--- config.mk ---
export PLATFORM = sky130hd
export DESIGN_NAME = axi_arb_2to1_flat
export DESIGN_NICKNAME = d
export VERILOG_FILES = /design/src/rtl/axi_arb_2to1_if.sv /design/src/rtl/axi_arb_2to1.sv /design/src/flat_wrapper.sv
export SDC_FILE = /design/constraint.sdc
export NUM_CORES = 1
export LEC_CHECK = 0
export ABC_AREA = 1
export BUFFER_PORTS_ARGS = -buffer_cell sky130_fd_sc_hd__buf_2
export CAP_MARGIN = 15
export CORE_AREA = 2 2 189 191
export CTS_CLUSTER_DIAMETER = 40
export DETAILED_ROUTE_END_ITERATION = 8
export DIE_AREA = 0 0 191 193
export PLACE_DENSITY = 0.36
export SLEW_MARGIN = 20
export SYNTH_ARGS = -nofsm -noshare
export SYNTH_HDL_FRONTEND = slang
export SYNTH_SLANG_ARGS = --single-unit
export TNS_END_PERCENT = 1
--- constraint.sdc ---
create_clock -name clk -period 3.9 [get_ports clk]
set_clock_uncertainty 0.1 [all_clocks]
set_input_delay 0.39 -clock clk [delete_from_list [all_inputs] [get_ports clk]]
set_output_delay 0.39 -clock clk [all_outputs]
set_load 0.05 [all_outputs]
--- src/rtl/axi_arb_2to1_if.sv ---
// Bundles both sides of the 2:1 arbiter: packed per-master buses (m_*) and the shared slave channel (s_*).
// The slave modport is the arbiter's view; the master modport is the view of the masters plus the slave.
interface axi_arb_2to1_if #(parameter int IDW = 4);
  logic [63:0]      m_awaddr;
  logic [2*IDW-1:0] m_awid;
  logic [7:0]       m_awlen;
  logic [1:0]       m_awvalid;
  logic [1:0]       m_awready;
  logic [63:0]      m_wdata;
  logic [7:0]       m_wstrb;
  logic [1:0]       m_wlast;
  logic [1:0]       m_wvalid;
  logic [1:0]       m_wready;
  logic [1:0]       m_bvalid;
  logic [1:0]       m_bready;
  logic [IDW-1:0]   m_bid;
  logic [1:0]       m_bresp;
  logic [63:0]      m_araddr;
  logic [2*IDW-1:0] m_arid;
  logic [7:0]       m_arlen;
  logic [1:0]       m_arvalid;
  logic [1:0]       m_arready;
  logic [1:0]       m_rvalid;
  logic [1:0]       m_rready;
  logic [31:0]      m_rdata;
  logic [IDW-1:0]   m_rid;
  logic [1:0]       m_rresp;
  logic             m_rlast;

  logic [31:0]      s_awaddr;
  logic [IDW:0]     s_awid;
  logic [3:0]       s_awlen;
  logic             s_awvalid;
  logic             s_awready;
  logic [31:0]      s_wdata;
  logic [IDW:0]     s_wid;
  logic [3:0]       s_wstrb;
  logic             s_wlast;
  logic             s_wvalid;
  logic             s_wready;
  logic [IDW:0]     s_bid;
  logic [1:0]       s_bresp;
  logic             s_bvalid;
  logic             s_bready;
  logic [31:0]      s_araddr;
  logic [IDW:0]     s_arid;
  logic [3:0]       s_arlen;
  logic             s_arvalid;
  logic             s_arready;
  logic [31:0]      s_rdata;
  logic [IDW:0]     s_rid;
  logic [1:0]       s_rresp;
  logic             s_rlast;
  logic             s_rvalid;
  logic             s_rready;

  modport slave (
    input  m_awaddr, m_awid, m_awlen, m_awvalid,
    output m_awready,
    input  m_wdata, m_wstrb, m_wlast, m_wvalid,
    output m_wready,
    output m_bvalid, m_bid, m_bresp,
    input  m_bready,
    input  m_araddr, m_arid, m_arlen, m_arvalid,
    output m_arready,
    output m_rvalid, m_rdata, m_rid, m_rresp, m_rlast,
    input  m_rready,
    output s_awaddr, s_awid, s_awlen, s_awvalid,
    input  s_awready,
    output s_wdata, s_wid, s_wstrb, s_wlast, s_wvalid,
    input  s_wready,
    input  s_bid, s_bresp, s_bvalid,
    output s_bready,
    output s_araddr, s_arid, s_arlen, s_arvalid,
    input  s_arready,
    input  s_rdata, s_rid, s_rresp, s_rlast, s_rvalid,
    output s_rready
  );

  modport master (
    output m_awaddr, m_awid, m_awlen, m_awvalid,
    input  m_awready,
    output m_wdata, m_wstrb, m_wlast, m_wvalid,
    input  m_wready,
    input  m_bvalid, m_bid, m_bresp,
    output m_bready,
    output m_araddr, m_arid, m_arlen, m_arvalid,
    input  m_arready,
    input  m_rvalid, m_rdata, m_rid, m_rresp, m_rlast,
    output m_rready,
    input  s_awaddr, s_awid, s_awlen, s_awvalid,
    output s_awready,
    input  s_wdata, s_wid, s_wstrb, s_wlast, s_wvalid,
    output s_wready,
    output s_bid, s_bresp, s_bvalid,
    input  s_bready,
    input  s_araddr, s_arid, s_arlen, s_arvalid,
    output s_arready,
    output s_rdata, s_rid, s_rresp, s_rlast, s_rvalid,
    input  s_rready
  );
endinterface

--- src/rtl/axi_arb_2to1.sv ---
// 2:1 round-robin arbiter sharing one AXI3-style slave; independent write and read paths,
// one transaction in flight per direction, zero-latency forwarding once granted.
//
// state  | meaning
// W_IDLE | no write granted; pick winner when any m_awvalid
// W_ADDR | forward AW of master wg
// W_DATA | forward W beats of master wg until wlast
// W_RESP | route B back to master wg
// R_IDLE | no read granted; pick winner when any m_arvalid
// R_ADDR | forward AR of master rg
// R_DATA | route R beats to master rg until rlast
module axi_arb_2to1 #(
  parameter int IDW = 4
) (
  input  logic           clk,
  input  logic           rstn,
  axi_arb_2to1_if.slave  bus
);

  typedef enum logic [1:0] {W_IDLE, W_ADDR, W_DATA, W_RESP} w_state_t;
  typedef enum logic [1:0] {R_IDLE, R_ADDR, R_DATA} r_state_t;

  w_state_t       w_state, w_next;
  r_state_t       r_state, r_next;
  logic           wg, wg_next, wlast_srv, wlast_next;
  logic           rg, rg_next, rlast_srv, rlast_next;
  logic [IDW-1:0] awid_q, awid_next;

  // Slave ID MSB is ignored on responses: routing always follows the registered grant.
  logic unused_id_msb;
  assign unused_id_msb = bus.s_bid[IDW] ^ bus.s_rid[IDW];

  function automatic logic rr_pick(input logic [1:0] req, input logic last);
    if (req == 2'b11) return ~last;
    return req[1];
  endfunction

  always_ff @(posedge clk or negedge rstn) begin
    if (!rstn) begin
      w_state   <= W_IDLE;
      wg        <= 1'b0;
      wlast_srv <= 1'b1;
      awid_q    <= '0;
      r_state   <= R_IDLE;
      rg        <= 1'b0;
      rlast_srv <= 1'b1;
    end else begin
      w_state   <= w_next;
      wg        <= wg_next;
      wlast_srv <= wlast_next;
      awid_q    <= awid_next;
      r_state   <= r_next;
      rg        <= rg_next;
      rlast_srv <= rlast_next;
    end
  end

  always_comb begin
    w_next         = w_state;
    wg_next        = wg;
    wlast_next     = wlast_srv;
    awid_next      = awid_q;
    bus.s_awaddr   = '0;
    bus.s_awid     = '0;
    bus.s_awlen    = '0;
    bus.s_awvalid  = 1'b0;
    bus.m_awready  = '0;
    bus.s_wdata    = '0;
    bus.s_wid      = '0;
    bus.s_wstrb    = '0;
    bus.s_wlast    = 1'b0;
    bus.s_wvalid   = 1'b0;
    bus.m_wready   = '0;
    bus.m_bvalid   = '0;
    bus.s_bready   = 1'b0;
    bus.m_bid      = '0;
    bus.m_bresp    = '0;
    case (w_state)
      W_IDLE: begin
        if (|bus.m_awvalid) begin
          wg_next = rr_pick(bus.m_awvalid, wlast_srv);
          w_next  = W_ADDR;
        end
      end
      W_ADDR: begin
        bus.s_awaddr      = wg ? bus.m_awaddr[63:32] : bus.m_awaddr[31:0];
        bus.s_awid        = {wg, (wg ? bus.m_awid[2*IDW-1:IDW] : bus.m_awid[IDW-1:0])};
        bus.s_awlen       = wg ? bus.m_awlen[7:4] : bus.m_awlen[3:0];
        bus.s_awvalid     = bus.m_awvalid[wg];
        bus.m_awready[wg] = bus.s_awready;
        if (bus.m_awvalid[wg] && bus.s_awready) begin
          awid_next = wg ? bus.m_awid[2*IDW-1:IDW] : bus.m_awid[IDW-1:0];
          w_next    = W_DATA;
        end
      end
      W_DATA: begin
        bus.s_wdata      = wg ? bus.m_wdata[63:32] : bus.m_wdata[31:0];
        bus.s_wid        = {wg, awid_q};
        bus.s_wstrb      = wg ? bus.m_wstrb[7:4] : bus.m_wstrb[3:0];
        bus.s_wlast      = bus.m_wlast[wg];
        bus.s_wvalid     = bus.m_wvalid[wg];
        bus.m_wready[wg] = bus.s_wready;
        if (bus.m_wvalid[wg] && bus.s_wready && bus.m_wlast[wg]) w_next = W_RESP;
      end
      W_RESP: begin
        bus.m_bvalid[wg] = bus.s_bvalid;
        bus.s_bready     = bus.m_bready[wg];
        bus.m_bid        = bus.s_bid[IDW-1:0];
        bus.m_bresp      = bus.s_bresp;
        if (bus.s_bvalid && bus.m_bready[wg]) begin
          w_next     = W_IDLE;
          wlast_next = wg;
        end
      end
      default: w_next = W_IDLE;
    endcase
  end

  always_comb begin
    r_next         = r_state;
    rg_next        = rg;
    rlast_next     = rlast_srv;
    bus.s_araddr   = '0;
    bus.s_arid     = '0;
    bus.s_arlen    = '0;
    bus.s_arvalid  = 1'b0;
    bus.m_arready  = '0;
    bus.m_rvalid   = '0;
    bus.s_rready   = 1'b0;
    bus.m_rdata    = '0;
    bus.m_rid      = '0;
    bus.m_rresp    = '0;
    bus.m_rlast    = 1'b0;
    case (r_state)
      R_IDLE: begin
        if (|bus.m_arvalid) begin
          rg_next = rr_pick(bus.m_arvalid, rlast_srv);
          r_next  = R_ADDR;
        end
      end
      R_ADDR: begin
        bus.s_araddr      = rg ? bus.m_araddr[63:32] : bus.m_araddr[31:0];
        bus.s_arid        = {rg, (rg ? bus.m_arid[2*IDW-1:IDW] : bus.m_arid[IDW-1:0])};
        bus.s_arlen       = rg ? bus.m_arlen[7:4] : bus.m_arlen[3:0];
        bus.s_arvalid     = bus.m_arvalid[rg];
        bus.m_arready[rg] = bus.s_arready;
        if (bus.m_arvalid[rg] && bus.s_arready) r_next = R_DATA;
      end
      R_DATA: begin
        bus.m_rvalid[rg] = bus.s_rvalid;
        bus.s_rready     = bus.m_rready[rg];
        bus.m_rdata      = bus.s_rdata;
        bus.m_rid        = bus.s_rid[IDW-1:0];
        bus.m_rresp      = bus.s_rresp;
        bus.m_rlast      = bus.s_rlast;
        if (bus.s_rvalid && bus.m_rready[rg] && bus.s_rlast) begin
          r_next     = R_IDLE;
          rlast_next = rg;
        end
      end
      default: r_next = R_IDLE;
    endcase
  end

endmodule

--- src/flat_wrapper.sv ---
// flat-port wrapper written by rule: the top's interface ports become plain ports
module axi_arb_2to1_flat 
#(
  parameter int IDW = 4
)
  (clk, rstn, bus_m_awaddr, bus_m_awid, bus_m_awlen, bus_m_awvalid, bus_m_awready, bus_m_wdata, bus_m_wstrb, bus_m_wlast, bus_m_wvalid, bus_m_wready, bus_m_bvalid, bus_m_bid, bus_m_bresp, bus_m_bready, bus_m_araddr, bus_m_arid, bus_m_arlen, bus_m_arvalid, bus_m_arready, bus_m_rvalid, bus_m_rdata, bus_m_rid, bus_m_rresp, bus_m_rlast, bus_m_rready, bus_s_awaddr, bus_s_awid, bus_s_awlen, bus_s_awvalid, bus_s_awready, bus_s_wdata, bus_s_wid, bus_s_wstrb, bus_s_wlast, bus_s_wvalid, bus_s_wready, bus_s_bid, bus_s_bresp, bus_s_bvalid, bus_s_bready, bus_s_araddr, bus_s_arid, bus_s_arlen, bus_s_arvalid, bus_s_arready, bus_s_rdata, bus_s_rid, bus_s_rresp, bus_s_rlast, bus_s_rvalid, bus_s_rready);
  axi_arb_2to1_if #(.IDW(IDW)) bus_i ();
  input  logic clk;
  input  logic rstn;
  input wire logic [$bits(bus_i.m_awaddr)-1:0] bus_m_awaddr;
  input wire logic [$bits(bus_i.m_awid)-1:0] bus_m_awid;
  input wire logic [$bits(bus_i.m_awlen)-1:0] bus_m_awlen;
  input wire logic [$bits(bus_i.m_awvalid)-1:0] bus_m_awvalid;
  output wire logic [$bits(bus_i.m_awready)-1:0] bus_m_awready;
  input wire logic [$bits(bus_i.m_wdata)-1:0] bus_m_wdata;
  input wire logic [$bits(bus_i.m_wstrb)-1:0] bus_m_wstrb;
  input wire logic [$bits(bus_i.m_wlast)-1:0] bus_m_wlast;
  input wire logic [$bits(bus_i.m_wvalid)-1:0] bus_m_wvalid;
  output wire logic [$bits(bus_i.m_wready)-1:0] bus_m_wready;
  output wire logic [$bits(bus_i.m_bvalid)-1:0] bus_m_bvalid;
  output wire logic [$bits(bus_i.m_bid)-1:0] bus_m_bid;
  output wire logic [$bits(bus_i.m_bresp)-1:0] bus_m_bresp;
  input wire logic [$bits(bus_i.m_bready)-1:0] bus_m_bready;
  input wire logic [$bits(bus_i.m_araddr)-1:0] bus_m_araddr;
  input wire logic [$bits(bus_i.m_arid)-1:0] bus_m_arid;
  input wire logic [$bits(bus_i.m_arlen)-1:0] bus_m_arlen;
  input wire logic [$bits(bus_i.m_arvalid)-1:0] bus_m_arvalid;
  output wire logic [$bits(bus_i.m_arready)-1:0] bus_m_arready;
  output wire logic [$bits(bus_i.m_rvalid)-1:0] bus_m_rvalid;
  output wire logic [$bits(bus_i.m_rdata)-1:0] bus_m_rdata;
  output wire logic [$bits(bus_i.m_rid)-1:0] bus_m_rid;
  output wire logic [$bits(bus_i.m_rresp)-1:0] bus_m_rresp;
  output wire logic [$bits(bus_i.m_rlast)-1:0] bus_m_rlast;
  input wire logic [$bits(bus_i.m_rready)-1:0] bus_m_rready;
  output wire logic [$bits(bus_i.s_awaddr)-1:0] bus_s_awaddr;
  output wire logic [$bits(bus_i.s_awid)-1:0] bus_s_awid;
  output wire logic [$bits(bus_i.s_awlen)-1:0] bus_s_awlen;
  output wire logic [$bits(bus_i.s_awvalid)-1:0] bus_s_awvalid;
  input wire logic [$bits(bus_i.s_awready)-1:0] bus_s_awready;
  output wire logic [$bits(bus_i.s_wdata)-1:0] bus_s_wdata;
  output wire logic [$bits(bus_i.s_wid)-1:0] bus_s_wid;
  output wire logic [$bits(bus_i.s_wstrb)-1:0] bus_s_wstrb;
  output wire logic [$bits(bus_i.s_wlast)-1:0] bus_s_wlast;
  output wire logic [$bits(bus_i.s_wvalid)-1:0] bus_s_wvalid;
  input wire logic [$bits(bus_i.s_wready)-1:0] bus_s_wready;
  input wire logic [$bits(bus_i.s_bid)-1:0] bus_s_bid;
  input wire logic [$bits(bus_i.s_bresp)-1:0] bus_s_bresp;
  input wire logic [$bits(bus_i.s_bvalid)-1:0] bus_s_bvalid;
  output wire logic [$bits(bus_i.s_bready)-1:0] bus_s_bready;
  output wire logic [$bits(bus_i.s_araddr)-1:0] bus_s_araddr;
  output wire logic [$bits(bus_i.s_arid)-1:0] bus_s_arid;
  output wire logic [$bits(bus_i.s_arlen)-1:0] bus_s_arlen;
  output wire logic [$bits(bus_i.s_arvalid)-1:0] bus_s_arvalid;
  input wire logic [$bits(bus_i.s_arready)-1:0] bus_s_arready;
  input wire logic [$bits(bus_i.s_rdata)-1:0] bus_s_rdata;
  input wire logic [$bits(bus_i.s_rid)-1:0] bus_s_rid;
  input wire logic [$bits(bus_i.s_rresp)-1:0] bus_s_rresp;
  input wire logic [$bits(bus_i.s_rlast)-1:0] bus_s_rlast;
  input wire logic [$bits(bus_i.s_rvalid)-1:0] bus_s_rvalid;
  output wire logic [$bits(bus_i.s_rready)-1:0] bus_s_rready;
  assign bus_i.m_awaddr = bus_m_awaddr;
  assign bus_i.m_awid = bus_m_awid;
  assign bus_i.m_awlen = bus_m_awlen;
  assign bus_i.m_awvalid = bus_m_awvalid;
  assign bus_m_awready = bus_i.m_awready;
  assign bus_i.m_wdata = bus_m_wdata;
  assign bus_i.m_wstrb = bus_m_wstrb;
  assign bus_i.m_wlast = bus_m_wlast;
  assign bus_i.m_wvalid = bus_m_wvalid;
  assign bus_m_wready = bus_i.m_wready;
  assign bus_m_bvalid = bus_i.m_bvalid;
  assign bus_m_bid = bus_i.m_bid;
  assign bus_m_bresp = bus_i.m_bresp;
  assign bus_i.m_bready = bus_m_bready;
  assign bus_i.m_araddr = bus_m_araddr;
  assign bus_i.m_arid = bus_m_arid;
  assign bus_i.m_arlen = bus_m_arlen;
  assign bus_i.m_arvalid = bus_m_arvalid;
  assign bus_m_arready = bus_i.m_arready;
  assign bus_m_rvalid = bus_i.m_rvalid;
  assign bus_m_rdata = bus_i.m_rdata;
  assign bus_m_rid = bus_i.m_rid;
  assign bus_m_rresp = bus_i.m_rresp;
  assign bus_m_rlast = bus_i.m_rlast;
  assign bus_i.m_rready = bus_m_rready;
  assign bus_s_awaddr = bus_i.s_awaddr;
  assign bus_s_awid = bus_i.s_awid;
  assign bus_s_awlen = bus_i.s_awlen;
  assign bus_s_awvalid = bus_i.s_awvalid;
  assign bus_i.s_awready = bus_s_awready;
  assign bus_s_wdata = bus_i.s_wdata;
  assign bus_s_wid = bus_i.s_wid;
  assign bus_s_wstrb = bus_i.s_wstrb;
  assign bus_s_wlast = bus_i.s_wlast;
  assign bus_s_wvalid = bus_i.s_wvalid;
  assign bus_i.s_wready = bus_s_wready;
  assign bus_i.s_bid = bus_s_bid;
  assign bus_i.s_bresp = bus_s_bresp;
  assign bus_i.s_bvalid = bus_s_bvalid;
  assign bus_s_bready = bus_i.s_bready;
  assign bus_s_araddr = bus_i.s_araddr;
  assign bus_s_arid = bus_i.s_arid;
  assign bus_s_arlen = bus_i.s_arlen;
  assign bus_s_arvalid = bus_i.s_arvalid;
  assign bus_i.s_arready = bus_s_arready;
  assign bus_i.s_rdata = bus_s_rdata;
  assign bus_i.s_rid = bus_s_rid;
  assign bus_i.s_rresp = bus_s_rresp;
  assign bus_i.s_rlast = bus_s_rlast;
  assign bus_i.s_rvalid = bus_s_rvalid;
  assign bus_s_rready = bus_i.s_rready;
  axi_arb_2to1 #(.IDW(IDW)) u_core (.clk(clk), .rstn(rstn), .bus(bus_i));
endmodule
==> flow_results.xml <==
<?xml version="1.0" encoding="UTF-8"?>
<metrics>
  <group name="clocking">
    <metric name="post-cts-setup-buffer-count" unit="">0</metric>
    <metric name="cts_tree" unit="">yes</metric>
    <metric name="clock_path_buffers" unit="">2</metric>
    <metric name="clock_sink_count" unit="">12</metric>
    <metric name="register_clock_pin_slew_on_the_reported_worst_setup_and_hold_paths" unit="ns">0.05</metric>
    <metric name="clock_tree.root_cell" unit="">clkbuf_16</metric>
    <metric name="tritoncts.num_buffers" unit="">3</metric>
    <metric name="worst_skew_late_latency" unit="ns">0.25</metric>
    <metric name="cts.htree.levels" unit="">1</metric>
  </group>
  <group name="yosys">
    <metric name="synth_flop_cell" unit="">dfrtp_1</metric>
    <metric name="mappedNetlistNets" unit="">916</metric>
    <metric name="post-synth-top-count-cell" unit="">nand2_1</metric>
    <metric name="post_synth_top_area_cell" unit="">nand2_1</metric>
    <metric name="yosysSeqAreaShare" unit="%">10.4</metric>
    <metric name="yosys.cell_types.count" unit="">26</metric>
    <metric name="async_flop_share" unit="%">100</metric>
    <metric name="syn-instance-count" unit="">614</metric>
    <metric name="yosysWarningCount" unit="">0</metric>
    <metric name="post_synth_most_frequent_cells" unit="">nand2_1 (276), nand3_1 (81), inv_1 (66)</metric>
    <metric name="synth_top_cell_area_share" unit="%">35.7</metric>
    <metric name="yosys_register_bits" unit="">12</metric>
    <metric name="syn_area_per_cell" unit="µm²">4.73</metric>
    <metric name="syn-cell-area" unit="µm²">2910</metric>
    <metric name="synth_area_leaders" unit="">nand2_1 (36%), nand3_1 (14%), dfrtp_1 (8.6%)</metric>
    <metric name="synth_enable_flop_cells" unit="">0</metric>
  </group>
  <group name="die">
    <metric name="core" unit="µm²">35000</metric>
    <metric name="fp.dieW" unit="µm">191</metric>
    <metric name="initial_utilization" unit="%">8.31</metric>
    <metric name="boundaryPins" unit="">482</metric>
    <metric name="fp_rows" unit="">69</metric>
    <metric name="vertical_die_dimension" unit="µm">193</metric>
    <metric name="design.die.area" unit="µm²">36900</metric>
  </group>
  <group name="power">
    <metric name="pwr_density_cell" unit="nW/µm²">849</metric>
    <metric name="vdd_ir_drop_max" unit="mV">0.325</metric>
    <metric name="total_leakage_power" unit="nW">3.91</metric>
    <metric name="finalPower" unit="W">0.00492</metric>
  </group>
  <group name="critical_path">
    <metric name="crit_arrival" unit="ns">2.44</metric>
    <metric name="start_kind" unit="">flip-flop</metric>
    <metric name="critical_path.max_fanout" unit="">37</metric>
    <metric name="end_kind" unit="">primary output</metric>
    <metric name="worstPathRequired" unit="ns">3.41</metric>
    <metric name="timing.setup.critical_path_class" unit="">reg -&gt; out</metric>
    <metric name="reg2reg_slack" unit="ns">1.72</metric>
  </group>
  <group name="grt">
    <metric name="grt_usage" unit="%">9.34</metric>
    <metric name="antenna_found_initial" unit="">0</metric>
    <metric name="grt_max_degree" unit="">54</metric>
    <metric name="via_count_of_the_first_global_routing_pass" unit="">4771</metric>
    <metric name="grt_remaining_overflow" unit="">0</metric>
    <metric name="grt_first_pass_wirelength" unit="mm">26.5</metric>
  </group>
  <group name="route">
    <metric name="detailroute.via_count" unit="">5301</metric>
    <metric name="drc" unit="">0</metric>
    <metric name="detail_route.first_pass.iterations" unit="">4</metric>
    <metric name="postRouteAntennaNets" unit="">0</metric>
    <metric name="met2_length" unit="mm">9.96</metric>
    <metric name="top_layer_used" unit="">met4</metric>
    <metric name="m1WireLength" unit="mm">7.95</metric>
    <metric name="initial_drc_count" unit="">169</metric>
    <metric name="detailroute.wirelength.met3" unit="mm">1.45</metric>
    <metric name="drt-wirelength-per-cell" unit="µm">12.8</metric>
    <metric name="route.final.wire_length" unit="mm">19.5</metric>
    <metric name="route.detailed.vias_per_inst" unit="">3.49</metric>
  </group>
  <group name="sta">
    <metric name="hold_violations" unit="">0</metric>
    <metric name="sum_of_negative_setup_slack" unit="ns">0</metric>
    <metric name="grt_setup_unrepaired" unit="">false</metric>
    <metric name="tightestPinTransition" unit="ns">0.809</metric>
    <metric name="report.final.slew_viol_count" unit="">0</metric>
    <metric name="final-setup-viol-count" unit="">0</metric>
    <metric name="post-route-period-util" unit="%">75.1</metric>
    <metric name="worst_slew_margin_rel" unit="%">46.0</metric>
    <metric name="finalWorstSetupSlack" unit="ns">0.972</metric>
    <metric name="fmax" unit="MHz">342</metric>
    <metric name="period_minus_slack" unit="ns">2.93</metric>
  </group>
  <group name="layout">
    <metric name="final.fill_count" unit="">4178</metric>
    <metric name="finalNonFillerCells" unit="">1519</metric>
    <metric name="final_cell_area" unit="µm²">5790</metric>
    <metric name="insertedDiodeCount" unit="">0</metric>
    <metric name="drive_above_1_share" unit="%">47.7</metric>
    <metric name="layout.nets" unit="">1361</metric>
    <metric name="areaGrowthSynthToFinish" unit="%">99.4</metric>
  </group>
  <group name="status">
    <metric name="result_of_the_run" unit="">completed</metric>
  </group>
  <group name="place">
    <metric name="dp.final_hpwl" unit="mm">16.2</metric>
    <metric name="placed_cells" unit="">1514</metric>
    <metric name="gp_congestion" unit="">0.809</metric>
    <metric name="io_buffer_count" unit="">479</metric>
    <metric name="place_area" unit="µm²">5690</metric>
    <metric name="detailedPlace.worstSlack" unit="ns">1.18</metric>
  </group>
  <group name="job">
    <metric name="drv_cap" unit="">0</metric>
  </group>
  <group name="hold_path">
    <metric name="hold_path_class" unit="">in -&gt; reg</metric>
  </group>
</metrics>
## cell type report
class                   count  area (µm²)  share of cell area (%)
repair buffers            484        2450                    42.3
clock buffers               4        88.8                    1.53
well taps                 461         577                    9.96
flip-flops and latches     12         303                    5.23
inverters                  72         270                    4.67
multi-input cells         486        2100                    36.3
## state kept, by name, summed over array words and instances, names as in the netlist
name and flops:
u_core.rlast_srv 1, u_core.w_state 2, u_core.awid_q 4, u_core.rg 1, u_core.r_state 2, u_core.wlast_srv 1, u_core.wg 1
## path summary, 6_finish.rpt
| path | start | end | cells after the start |
|---|---|---|---|
| max | u_core.w_state[0] | bus_s_wdata[8] | 7 |
| min in group asynchronous | rstn | u_core.rg | 2 |
| min reg2reg | u_core.rlast_srv | u_core.rlast_srv | 2 |
| max reg2reg | u_core.wg | u_core.w_state[0] | 8 |
| max in group asynchronous | rstn | u_core.wlast_srv | 2 |
| min | bus_m_bready[1] | u_core.wlast_srv | 3 |
## kinds of logic (layout without fill, tap and decap cells)
group | Yosys count | in the layout | synth area share, %
fa+ha+maj | 4 | 4 | 1.72
flops | 12 | 12 | 10.4
buf+inv | 116 | 560 | 17.3
compound gates | 59 | 59 | 10.8
simple gates | 423 | 423 | 59.7
## critical path: stages (launching register included)
cell and delay (ns):
dfrtp_1 0.41, inv_1 0.10, ha_2 0.53, nand2_2 0.11, inv_2 0.50, nand2_1 0.16
nand2_1 0.10, buf_2 0.26
## placed cells by master (no fill, tap or decap), drive strengths merged
cell type      n
a21oi         45
a22o           1
buf          483
clkbuf         4
dfrtp         10
dfstp          2
dlygate4sd3    1
ha             4
inv           72
nand2        280
nand3         83
nand4          2
nor2          51
nor3           7
o211ai         1
o21ai         11
o22ai          1
## routing by layer
metal  vias to the layer above  track usage, %
li1                       2776               -
met1                      2275            11.4
met2                       240            17.2
met3                        10            1.88
met4                         0            1.25
met5                         -               0
## what timing repair did
item / CTS / global route
gates resized for setup: 0 / 0
hold buffers: 1 / 0
hold endpoints to repair: 10 / 0
## per-stage QoR
stage / hold WS, ns / utilization, %
after floorplan: -0.00559 / -
after global placement: 0.252 / 16.3
after detailed placement: 0.251 / 16.3
after CTS: 0.265 / 16.6
after global routing: 0.282 / 16.6
final: 0.274 / 16.6
## where the power goes
part | total (W) | internal [W] | leakage (nW) | switching (W)
Sequential | 0.000244 | 0.000188 | 0.145 | 0.0000567
Combinational | 0.00444 | 0.000902 | 3.72 | 0.00354
Clock | 0.000229 | 0.000156 | 0.0442 | 0.0000732
Power figures use the tool's default switching activity.
